### src/rtl/dsp_prog_sequencer_if.sv
// -----------------------------------------------------------------------------
// dsp_prog_sequencer_if
//
// Bundles the host handshake, the instruction-memory read port and the
// BRAM0/BRAM1/DSP48 control outputs of dsp_prog_sequencer. Signal names keep
// the sequencer's point of view (_i = into the sequencer, _o = out of it).
//
// Modports
//   slave  : the sequencer itself
//   master : whatever drives the sequencer (host + instruction memory model)
//
// Signals
//   start_i, start_pc_i        host start request and first program address
//   imem_addr_o, imem_data_i   instruction-memory address / word (1-cycle read)
//   valid_o, busy_o, err_o     program status
//   bram0_reb_o, bram1_reb_o,
//   bram1_web_o                BRAM enables
//   alumode_o, opmode_o,
//   inmode_o                   DSP48 mode fields
//   bram1_w_addr_o, bram1_r_addr_o,
//   bram0_r_addr_o             BRAM addresses
//   hold_i                     FETCH stall, present only with DSP_SEQ_HOLD_EN
//
// Optional feature macro: DSP_SEQ_HOLD_EN
// -----------------------------------------------------------------------------
interface dsp_prog_sequencer_if #(
  parameter int ADDR_WIDTH    = 5,
  parameter int ALUMODE_WIDTH = 4,
  parameter int OPMODE_WIDTH  = 7,
  parameter int INMODE_WIDTH  = 5,
  parameter int PC_WIDTH      = 4,
  parameter int I_WIDTH       = 2 + 3*ADDR_WIDTH + ALUMODE_WIDTH + OPMODE_WIDTH + INMODE_WIDTH
);

  logic                     start_i;
  logic [PC_WIDTH-1:0]      start_pc_i;
  logic [PC_WIDTH-1:0]      imem_addr_o;
  logic [I_WIDTH-1:0]       imem_data_i;
  logic                     valid_o;
  logic                     busy_o;
  logic                     err_o;
  logic                     bram0_reb_o;
  logic                     bram1_reb_o;
  logic                     bram1_web_o;
  logic [ALUMODE_WIDTH-1:0] alumode_o;
  logic [OPMODE_WIDTH-1:0]  opmode_o;
  logic [INMODE_WIDTH-1:0]  inmode_o;
  logic [ADDR_WIDTH-1:0]    bram1_w_addr_o;
  logic [ADDR_WIDTH-1:0]    bram1_r_addr_o;
  logic [ADDR_WIDTH-1:0]    bram0_r_addr_o;

`ifdef DSP_SEQ_HOLD_EN
  logic                     hold_i;

  modport slave (
    input  start_i, start_pc_i, imem_data_i, hold_i,
    output imem_addr_o, valid_o, busy_o, err_o,
           bram0_reb_o, bram1_reb_o, bram1_web_o,
           alumode_o, opmode_o, inmode_o,
           bram1_w_addr_o, bram1_r_addr_o, bram0_r_addr_o
  );

  modport master (
    output start_i, start_pc_i, imem_data_i, hold_i,
    input  imem_addr_o, valid_o, busy_o, err_o,
           bram0_reb_o, bram1_reb_o, bram1_web_o,
           alumode_o, opmode_o, inmode_o,
           bram1_w_addr_o, bram1_r_addr_o, bram0_r_addr_o
  );
`else
  modport slave (
    input  start_i, start_pc_i, imem_data_i,
    output imem_addr_o, valid_o, busy_o, err_o,
           bram0_reb_o, bram1_reb_o, bram1_web_o,
           alumode_o, opmode_o, inmode_o,
           bram1_w_addr_o, bram1_r_addr_o, bram0_r_addr_o
  );

  modport master (
    output start_i, start_pc_i, imem_data_i,
    input  imem_addr_o, valid_o, busy_o, err_o,
           bram0_reb_o, bram1_reb_o, bram1_web_o,
           alumode_o, opmode_o, inmode_o,
           bram1_w_addr_o, bram1_r_addr_o, bram0_r_addr_o
  );
`endif

endinterface

### src/rtl/dsp_prog_sequencer.sv
// -----------------------------------------------------------------------------
// dsp_prog_sequencer
//
// Runs a program of DSP48 instructions held in an external instruction memory.
// On an accepted start the PC is loaded from start_pc_i; each instruction goes
// through FETCH (address out), DECODE (word registered into mode/address/
// enable outputs) and EXEC_LAT cycles of EXECUTE. The program ends on an
// instruction with the "last" bit, or with err_o if the PC reaches the top of
// program space without one (the PC never wraps).
//
// Instruction word, LSB first:
//   [0] exec, [1] last, bram0_r_addr, bram1_r_addr, bram1_w_addr,
//   inmode, opmode, alumode
//
// Ports
//   clk_i   clock
//   rst_ni  asynchronous active-low reset; clears every output immediately
//   bus     dsp_prog_sequencer_if.slave (host handshake, instruction memory,
//           BRAM enables/addresses, DSP48 modes, optional hold_i)
//
// Optional feature macro: DSP_SEQ_HOLD_EN
//   defined   : hold_i=1 keeps the FSM in FETCH (enables low, PC unchanged)
//   undefined : no hold_i, FETCH always advances
// -----------------------------------------------------------------------------
module dsp_prog_sequencer #(
  parameter int ADDR_WIDTH    = 5,
  parameter int ALUMODE_WIDTH = 4,
  parameter int OPMODE_WIDTH  = 7,
  parameter int INMODE_WIDTH  = 5,
  parameter int PC_WIDTH      = 4,
  parameter int EXEC_LAT      = 3,
  parameter int I_WIDTH       = 2 + 3*ADDR_WIDTH + ALUMODE_WIDTH + OPMODE_WIDTH + INMODE_WIDTH
) (
  input logic                 clk_i,
  input logic                 rst_ni,
  dsp_prog_sequencer_if.slave bus
);

  // Field positions inside the instruction word
  localparam int R0_LSB  = 2;
  localparam int R1_LSB  = R0_LSB + ADDR_WIDTH;
  localparam int WA_LSB  = R1_LSB + ADDR_WIDTH;
  localparam int IN_LSB  = WA_LSB + ADDR_WIDTH;
  localparam int OP_LSB  = IN_LSB + INMODE_WIDTH;
  localparam int ALU_LSB = OP_LSB + OPMODE_WIDTH;

  localparam int CNT_W = $clog2(EXEC_LAT);

  // Final execute cycle, and the cycle before it (when the write enable is
  // armed so that it is a registered output during the final cycle).
  localparam logic [CNT_W-1:0] CNT_LAST = CNT_W'(EXEC_LAT - 1);
  localparam logic [CNT_W-1:0] CNT_ARM  = CNT_W'(EXEC_LAT - 2);

  localparam logic [PC_WIDTH-1:0] PC_TOP = {PC_WIDTH{1'b1}};

  typedef enum logic [2:0] {
    S_IDLE,
    S_FETCH,
    S_DECODE,
    S_EXEC,
    S_DONE
  } state_e;

  state_e                   state_q;
  logic [PC_WIDTH-1:0]      pc_q;
  logic [CNT_W-1:0]         cnt_q;
  logic                     exec_q;
  logic                     last_q;

  logic                     valid_q;
  logic                     busy_q;
  logic                     err_q;
  logic                     reb0_q;
  logic                     reb1_q;
  logic                     web1_q;
  logic [ALUMODE_WIDTH-1:0] alumode_q;
  logic [OPMODE_WIDTH-1:0]  opmode_q;
  logic [INMODE_WIDTH-1:0]  inmode_q;
  logic [ADDR_WIDTH-1:0]    b1_waddr_q;
  logic [ADDR_WIDTH-1:0]    b1_raddr_q;
  logic [ADDR_WIDTH-1:0]    b0_raddr_q;

  logic [I_WIDTH-1:0]       instr;
  logic                     fetch_go;
  logic                     ex_last;

  assign instr   = bus.imem_data_i;
  assign ex_last = (cnt_q == CNT_LAST);

`ifdef DSP_SEQ_HOLD_EN
  assign fetch_go = ~bus.hold_i;
`else
  assign fetch_go = 1'b1;
`endif

  always_ff @(posedge clk_i or negedge rst_ni) begin
    if (!rst_ni) begin
      state_q    <= S_IDLE;
      pc_q       <= '0;
      cnt_q      <= '0;
      exec_q     <= 1'b0;
      last_q     <= 1'b0;
      valid_q    <= 1'b0;
      busy_q     <= 1'b0;
      err_q      <= 1'b0;
      reb0_q     <= 1'b0;
      reb1_q     <= 1'b0;
      web1_q     <= 1'b0;
      alumode_q  <= '0;
      opmode_q   <= '0;
      inmode_q   <= '0;
      b1_waddr_q <= '0;
      b1_raddr_q <= '0;
      b0_raddr_q <= '0;
    end else begin
      case (state_q)
        // Wait for a start request; valid/err of the previous run stay
        // visible until a new program is accepted.
        S_IDLE: begin
          if (bus.start_i) begin
            pc_q    <= bus.start_pc_i;
            err_q   <= 1'b0;
            valid_q <= 1'b0;
            busy_q  <= 1'b1;
            state_q <= S_FETCH;
          end
        end

        // ---- FETCH: PC is on imem_addr_o, memory answers next cycle ----
        S_FETCH: begin
          if (fetch_go) begin
            state_q <= S_DECODE;
          end
        end

        // ---- DECODE: register every field of the returned word ----
        S_DECODE: begin
          exec_q     <= instr[0];
          last_q     <= instr[1];
          reb0_q     <= instr[0];
          reb1_q     <= instr[0];
          b0_raddr_q <= instr[R0_LSB  +: ADDR_WIDTH];
          b1_raddr_q <= instr[R1_LSB  +: ADDR_WIDTH];
          b1_waddr_q <= instr[WA_LSB  +: ADDR_WIDTH];
          inmode_q   <= instr[IN_LSB  +: INMODE_WIDTH];
          opmode_q   <= instr[OP_LSB  +: OPMODE_WIDTH];
          alumode_q  <= instr[ALU_LSB +: ALUMODE_WIDTH];
          cnt_q      <= '0;
          state_q    <= S_EXEC;
        end

        // ---- EXECUTE: EXEC_LAT cycles, single write in the final one ----
        S_EXEC: begin
          cnt_q  <= cnt_q + 1'b1;
          web1_q <= exec_q && (cnt_q == CNT_ARM);
          if (ex_last) begin
            web1_q <= 1'b0;
            reb0_q <= 1'b0;
            reb1_q <= 1'b0;
            if (last_q) begin
              busy_q  <= 1'b0;
              state_q <= S_DONE;
            end else if (pc_q == PC_TOP) begin
              // Ran off the end of program space: stop rather than wrap.
              err_q   <= 1'b1;
              busy_q  <= 1'b0;
              state_q <= S_DONE;
            end else begin
              pc_q    <= pc_q + 1'b1;
              state_q <= S_FETCH;
            end
          end
        end

        // A held start request must be released before a new run.
        S_DONE: begin
          valid_q <= 1'b1;
          if (!bus.start_i) begin
            state_q <= S_IDLE;
          end
        end

        default: begin
          state_q <= S_IDLE;
        end
      endcase
    end
  end

  assign bus.imem_addr_o    = pc_q;
  assign bus.valid_o        = valid_q;
  assign bus.busy_o         = busy_q;
  assign bus.err_o          = err_q;
  assign bus.bram0_reb_o    = reb0_q;
  assign bus.bram1_reb_o    = reb1_q;
  assign bus.bram1_web_o    = web1_q;
  assign bus.alumode_o      = alumode_q;
  assign bus.opmode_o       = opmode_q;
  assign bus.inmode_o       = inmode_q;
  assign bus.bram1_w_addr_o = b1_waddr_q;
  assign bus.bram1_r_addr_o = b1_raddr_q;
  assign bus.bram0_r_addr_o = b0_raddr_q;

endmodule

### src/flat_wrapper.sv
// flat-port wrapper written by rule: the top's interface ports become plain ports
module dsp_prog_sequencer_flat 
#(
  parameter int ADDR_WIDTH    = 5,
  parameter int ALUMODE_WIDTH = 4,
  parameter int OPMODE_WIDTH  = 7,
  parameter int INMODE_WIDTH  = 5,
  parameter int PC_WIDTH      = 4,
  parameter int EXEC_LAT      = 3,
  parameter int I_WIDTH       = 2 + 3*ADDR_WIDTH + ALUMODE_WIDTH + OPMODE_WIDTH + INMODE_WIDTH
)
  (clk_i, rst_ni, bus_start_i, bus_start_pc_i, bus_imem_data_i, bus_imem_addr_o, bus_valid_o, bus_busy_o, bus_err_o, bus_bram0_reb_o, bus_bram1_reb_o, bus_bram1_web_o, bus_alumode_o, bus_opmode_o, bus_inmode_o, bus_bram1_w_addr_o, bus_bram1_r_addr_o, bus_bram0_r_addr_o);
  dsp_prog_sequencer_if #(.ADDR_WIDTH(ADDR_WIDTH), .ALUMODE_WIDTH(ALUMODE_WIDTH), .OPMODE_WIDTH(OPMODE_WIDTH), .INMODE_WIDTH(INMODE_WIDTH), .PC_WIDTH(PC_WIDTH), .I_WIDTH(I_WIDTH)) bus_i ();
  input logic clk_i;
  input logic rst_ni;
  input wire logic [$bits(bus_i.start_i)-1:0] bus_start_i;
  input wire logic [$bits(bus_i.start_pc_i)-1:0] bus_start_pc_i;
  input wire logic [$bits(bus_i.imem_data_i)-1:0] bus_imem_data_i;
  output wire logic [$bits(bus_i.imem_addr_o)-1:0] bus_imem_addr_o;
  output wire logic [$bits(bus_i.valid_o)-1:0] bus_valid_o;
  output wire logic [$bits(bus_i.busy_o)-1:0] bus_busy_o;
  output wire logic [$bits(bus_i.err_o)-1:0] bus_err_o;
  output wire logic [$bits(bus_i.bram0_reb_o)-1:0] bus_bram0_reb_o;
  output wire logic [$bits(bus_i.bram1_reb_o)-1:0] bus_bram1_reb_o;
  output wire logic [$bits(bus_i.bram1_web_o)-1:0] bus_bram1_web_o;
  output wire logic [$bits(bus_i.alumode_o)-1:0] bus_alumode_o;
  output wire logic [$bits(bus_i.opmode_o)-1:0] bus_opmode_o;
  output wire logic [$bits(bus_i.inmode_o)-1:0] bus_inmode_o;
  output wire logic [$bits(bus_i.bram1_w_addr_o)-1:0] bus_bram1_w_addr_o;
  output wire logic [$bits(bus_i.bram1_r_addr_o)-1:0] bus_bram1_r_addr_o;
  output wire logic [$bits(bus_i.bram0_r_addr_o)-1:0] bus_bram0_r_addr_o;
  assign bus_i.start_i = bus_start_i;
  assign bus_i.start_pc_i = bus_start_pc_i;
  assign bus_i.imem_data_i = bus_imem_data_i;
  assign bus_imem_addr_o = bus_i.imem_addr_o;
  assign bus_valid_o = bus_i.valid_o;
  assign bus_busy_o = bus_i.busy_o;
  assign bus_err_o = bus_i.err_o;
  assign bus_bram0_reb_o = bus_i.bram0_reb_o;
  assign bus_bram1_reb_o = bus_i.bram1_reb_o;
  assign bus_bram1_web_o = bus_i.bram1_web_o;
  assign bus_alumode_o = bus_i.alumode_o;
  assign bus_opmode_o = bus_i.opmode_o;
  assign bus_inmode_o = bus_i.inmode_o;
  assign bus_bram1_w_addr_o = bus_i.bram1_w_addr_o;
  assign bus_bram1_r_addr_o = bus_i.bram1_r_addr_o;
  assign bus_bram0_r_addr_o = bus_i.bram0_r_addr_o;
  dsp_prog_sequencer #(.ADDR_WIDTH(ADDR_WIDTH), .ALUMODE_WIDTH(ALUMODE_WIDTH), .OPMODE_WIDTH(OPMODE_WIDTH), .INMODE_WIDTH(INMODE_WIDTH), .PC_WIDTH(PC_WIDTH), .EXEC_LAT(EXEC_LAT), .I_WIDTH(I_WIDTH)) u_core (.clk_i(clk_i), .rst_ni(rst_ni), .bus(bus_i));
endmodule
### config.mk
export PLATFORM = sky130hd
export DESIGN_NAME = dsp_prog_sequencer_flat
export DESIGN_NICKNAME = d
export VERILOG_FILES = /design/src/rtl/dsp_prog_sequencer_if.sv /design/src/rtl/dsp_prog_sequencer.sv /design/src/flat_wrapper.sv
export SDC_FILE = /design/constraint.sdc
export NUM_CORES = 1
export LEC_CHECK = 0
export ABC_AREA = 1
export BUFFER_PORTS_ARGS = -buffer_cell sky130_fd_sc_hd__buf_4
export CAP_MARGIN = 15
export CORE_MARGIN = 2
export CORE_UTILIZATION = 43
export CTS_CLUSTER_DIAMETER = 100
export DETAILED_ROUTE_END_ITERATION = 8
export PLACE_DENSITY = 0.75
export SYNTH_ARGS = -nofsm -noshare
export SYNTH_HDL_FRONTEND = slang
export SYNTH_SLANG_ARGS = --single-unit
### constraint.sdc
create_clock -name clk_i -period 1.3 [get_ports clk_i]
set_input_delay 0.13 -clock clk_i [delete_from_list [all_inputs] [get_ports clk_i]]
set_output_delay 0.13 -clock clk_i [all_outputs]
set_load 0.05 [all_outputs]
==> metrics.md <==
| Metric | Value |
|---|---|
| Stages on worst setup path | `8` |
| Final Max Tran Viols | `0` |
| H-tree depth | `2` |
| DP Worst Slack | `-0.0364 ns` |
| CP max-delay cell | `dfrtp_1` |
| Worst r2r src | `u_core.cnt_q[0]$_DFFE_PN0P_` |
| DRT antenna net count | `0` |
| Port bufs | `80` |
| Final Skew | `between 0.003 and 0.004 ns` |
| Commonest non-fill, non-tap cell in the layout | `nand2_1` |
| Initial drt markers | `a little under 100` |
| Synth warn | `0` |
| TritonCTS Buffers | `5` |
| Worst-Margin Slew | `0.582 ns` |
| Commonest cells after routing, fill and taps aside | `nand2_1 (130), buf_4 (87), dfrtp_1 (43)` |
| Fin area | `0.00288 mm2` |
| Crit path launch type | `flip-flop` |
| Reg-to-Reg End | `u_core.bus.imem_addr_o[3]$_DFFE_PN0P_` |
| WL/cell | `about 13 um` |
| Register area share after synthesis | `between 50% and 60%` |
| Root Buffer Master | `clkbuf_8` |
| Synthesized cell area | `about 0.002 mm2` |
| Max cap viols | `0` |
| R2R Setup Slk | `slightly below 0.02 ns` |
| Period utilization | `98.5%` |
| GRT overflow | `0` |
| FP Rows | `24` |
| Overall Global Routing Usage | `18.5%` |
| Clock sink count | `47` |
| Via/cell ratio | `approximately 4.8` |
| Pin count of the biggest net entering global routing | `48` |
| Skew-Pair Late Insertion Delay | `roughly 0.3 ns` |
| Placed Area | `0.00266 mm2` |
| Post-route DRC violation count | `0` |
| Die Height | `~72 um` |
| Unique masters post-synth | `17` |
| CP arrival | `between 1.5 and 2 ns` |
| DR vias | `1820` |
| Synthesized area per cell | `between 8 and 9 um2` |
| Worst Hold Path Cells | `3` |
| RSZ-0062 raised after global routing | `true` |
| Final worst setup slack | `between 0.015 and 0.02 ns` |
| Fin nets | `roughly 370` |
| Worst-path cell chain | `inv_1, ha_2, nand4_1, nand2_1, nand2_2, inv_2, nand2_1, nand2_1` |
| Crit Path Category | `flip-flop to flip-flop` |
| Clock Path Buffers | `2` |
| Routed WL | `4.80 mm` |
| Tmin final | `between 1 and 1.5 ns` |
| Layout cells sized above 1 | `about 36%` |
| CP bufs+invs | `2` |
| WP data required | `1.54 ns` |
| GPL Wtd Cong | `around 0.8` |
| Max frequency | `between 700 and 800 MHz` |
| Worst-case hold path end point | `u_core.bus.bram0_r_addr_o[3]$_DFFE_PN0P_` |
| Hold path startpoint | `bus_imem_data_i[5]` |
| Area grow syn2layout | `43.3%` |
| Core area | `approximately 0.0044 mm2` |
| 1st-pass router iterations | `4` |
| DPL Wire Length | `approximately 3.1 mm` |
| Ant. Diodes | `0` |
| Family with the most delay on the worst path | `simple AND/OR/NAND/NOR gates` |
| Final hold violation count | `0` |
| Setup violators final | `0` |
| Initial Util | `a little under half` |
| CTS tree | `yes` |
| First-pass GRT wire length | `approximately 7.4 mm` |
| Tightest Hold Check Type | `input pin to flip-flop` |
| CP Capture Type | `flip-flop` |
| Syn Inst Count | `236` |
| # IOs | `between 80 and 90` |
| Worst Reg-to-Reg Cells | `8` |
| Run status | `completed` |
| Number of global-route vias before repair | `1646` |
| Initial antenna violation count | `0` |
| Die Wd | `about 72 um` |
| Most used cell along the critical path | `nand2_1` |
| Maximum fanout along the worst path | `5` |
| Die ar. | `roughly 0.0052 mm2` |
| Post-synthesis register bit count | `47` |
| Relative slew slack | `61.2%` |
| Post-synthesis net count | `approximately 280` |
| Crit-path max cell delay | `0.42 ns` |
| CTS clk-pin slew, worst paths | `roughly 0.08 ns` |
-- final cells by class --
class | count | area (um2)
Multi-Input combinational cell | 167 | 733
Timing Repair Buffer | 92 | 739
Clock buffer | 6 | 72.6
Sequential cell | 47 | 1180
Clock inverter | 1 | 7.51
Tap cell | 52 | 65.1
Timing Repair inverter | 1 | 8.76
Inverter | 15 | 68.8
Fill cell | 387 | 1540
-- synthesized netlist by cell type --
| master | number | area [um2] |
|---|---|---|
| buf_4 | 4 | 30.0 |
| ha_1 | 3 | 37.5 |
| nand2_2 | 3 | 18.8 |
| buf_6 | 3 | 33.8 |
| nor2_4 | 2 | 22.5 |
| o21ai_0 | 8 | 40.0 |
| o21ai_1 | 2 | 10.0 |
| dfrtp_1 | 47 | 1180 |
| nand4_1 | 2 | 12.5 |
| nor2_1 | 5 | 18.8 |
| inv_2 | 3 | 11.3 |
| a21oi_1 | 1 | 5.00 |
| nand3_1 | 9 | 45.0 |
| inv_1 | 11 | 41.3 |
| inv_4 | 1 | 6.26 |
| or2_2 | 1 | 6.26 |
| nand2_1 | 131 | 492 |
-- routing by layer --
layer  up-vias  GRT usage, %  routed length (um)
li1        899             -                   -
met1       842          24.7                2080
met2        74          28.6                2230
met3         5          6.67                 438
met4         0          5.24                  48
met5         -             0                   0
-- worst max-delay path by stage --
stage,to,start,slack (ns)
floorplan,u_core.bus.imem_addr_o[0]$_DFFE_PN0P_,u_core.bus.imem_addr_o[0]$_DFFE_PN0P_,-0.03
global placement,u_core.bus.imem_addr_o[1]$_DFFE_PN0P_,u_core.cnt_q[0]$_DFFE_PN0P_,-0.01
detailed placement,u_core.bus.imem_addr_o[0]$_DFFE_PN0P_,u_core.cnt_q[0]$_DFFE_PN0P_,-0.04
CTS,u_core.bus.bram0_r_addr_o[0]$_DFFE_PN0P_,u_core.state_q[2]$_DFFE_PN0P_,0.0008
global route,u_core.bus.imem_addr_o[2]$_DFFE_PN0P_,u_core.cnt_q[0]$_DFFE_PN0P_,-0.09
finish,u_core.bus.imem_addr_o[3]$_DFFE_PN0P_,u_core.cnt_q[0]$_DFFE_PN0P_,0.02
-- worst min-delay path, delay by kind of cell --
kind / cells / cell delay [ns]
buffers and inverters: 1 / 0.07
and+or+nand+nor: 2 / 0.09
-- state kept, by name, summed over array words and instances (netlist names), 3 cells and up --
register,flops
u_core.bus.alumode_o,4
u_core.bus.bram0_r_addr_o,5
u_core.bus.bram1_r_addr_o,5
u_core.bus.bram1_w_addr_o,5
u_core.bus.imem_addr_o,4
u_core.bus.inmode_o,5
u_core.bus.opmode_o,7
u_core.state_q,3
-- cells by family (layout without fill, tap and decap cells) --
| logic type | count (synthesis) | in the layout | share of synthesized area [%] |
|---|---|---|---|
| buf+inv | 22 | 115 | 6.11 |
| compound gates | 11 | 11 | 2.74 |
| flops | 47 | 47 | 58.6 |
| simple gates | 153 | 153 | 30.7 |
| fa+ha+maj | 3 | 3 | 1.87 |
-- through the flow --
stage / setup TNS, ns / hold WS, ns / utilization, % / instances
floorplan: -0.112 / -0.166 / - / 236
global placement: -0.0387 / 0.174 / 60.1 / 364
detailed placement: -0.129 / 0.171 / 60.1 / 364
CTS: 0 / 0.0217 / 62.4 / 373
global route: -0.675 / 0.0252 / 65.2 / 381
finish: 0 / 0.0250 / 65.2 / 381
-- what timing repair did --
action | CTS | global route
gates cloned | 0 | 2
pin swaps | 2 | 3
gates resized for setup | 1 | 9
hold buffers | 1 | 0
endpoints found under the setup margin | 4 | 33
hold endpoints to repair | 47 | 0
buffers inserted | 1 | 6
Power is left out: the tool's default activity adds up to more than one toggle a clock period on the data nets, which glitch-free logic cannot reach.
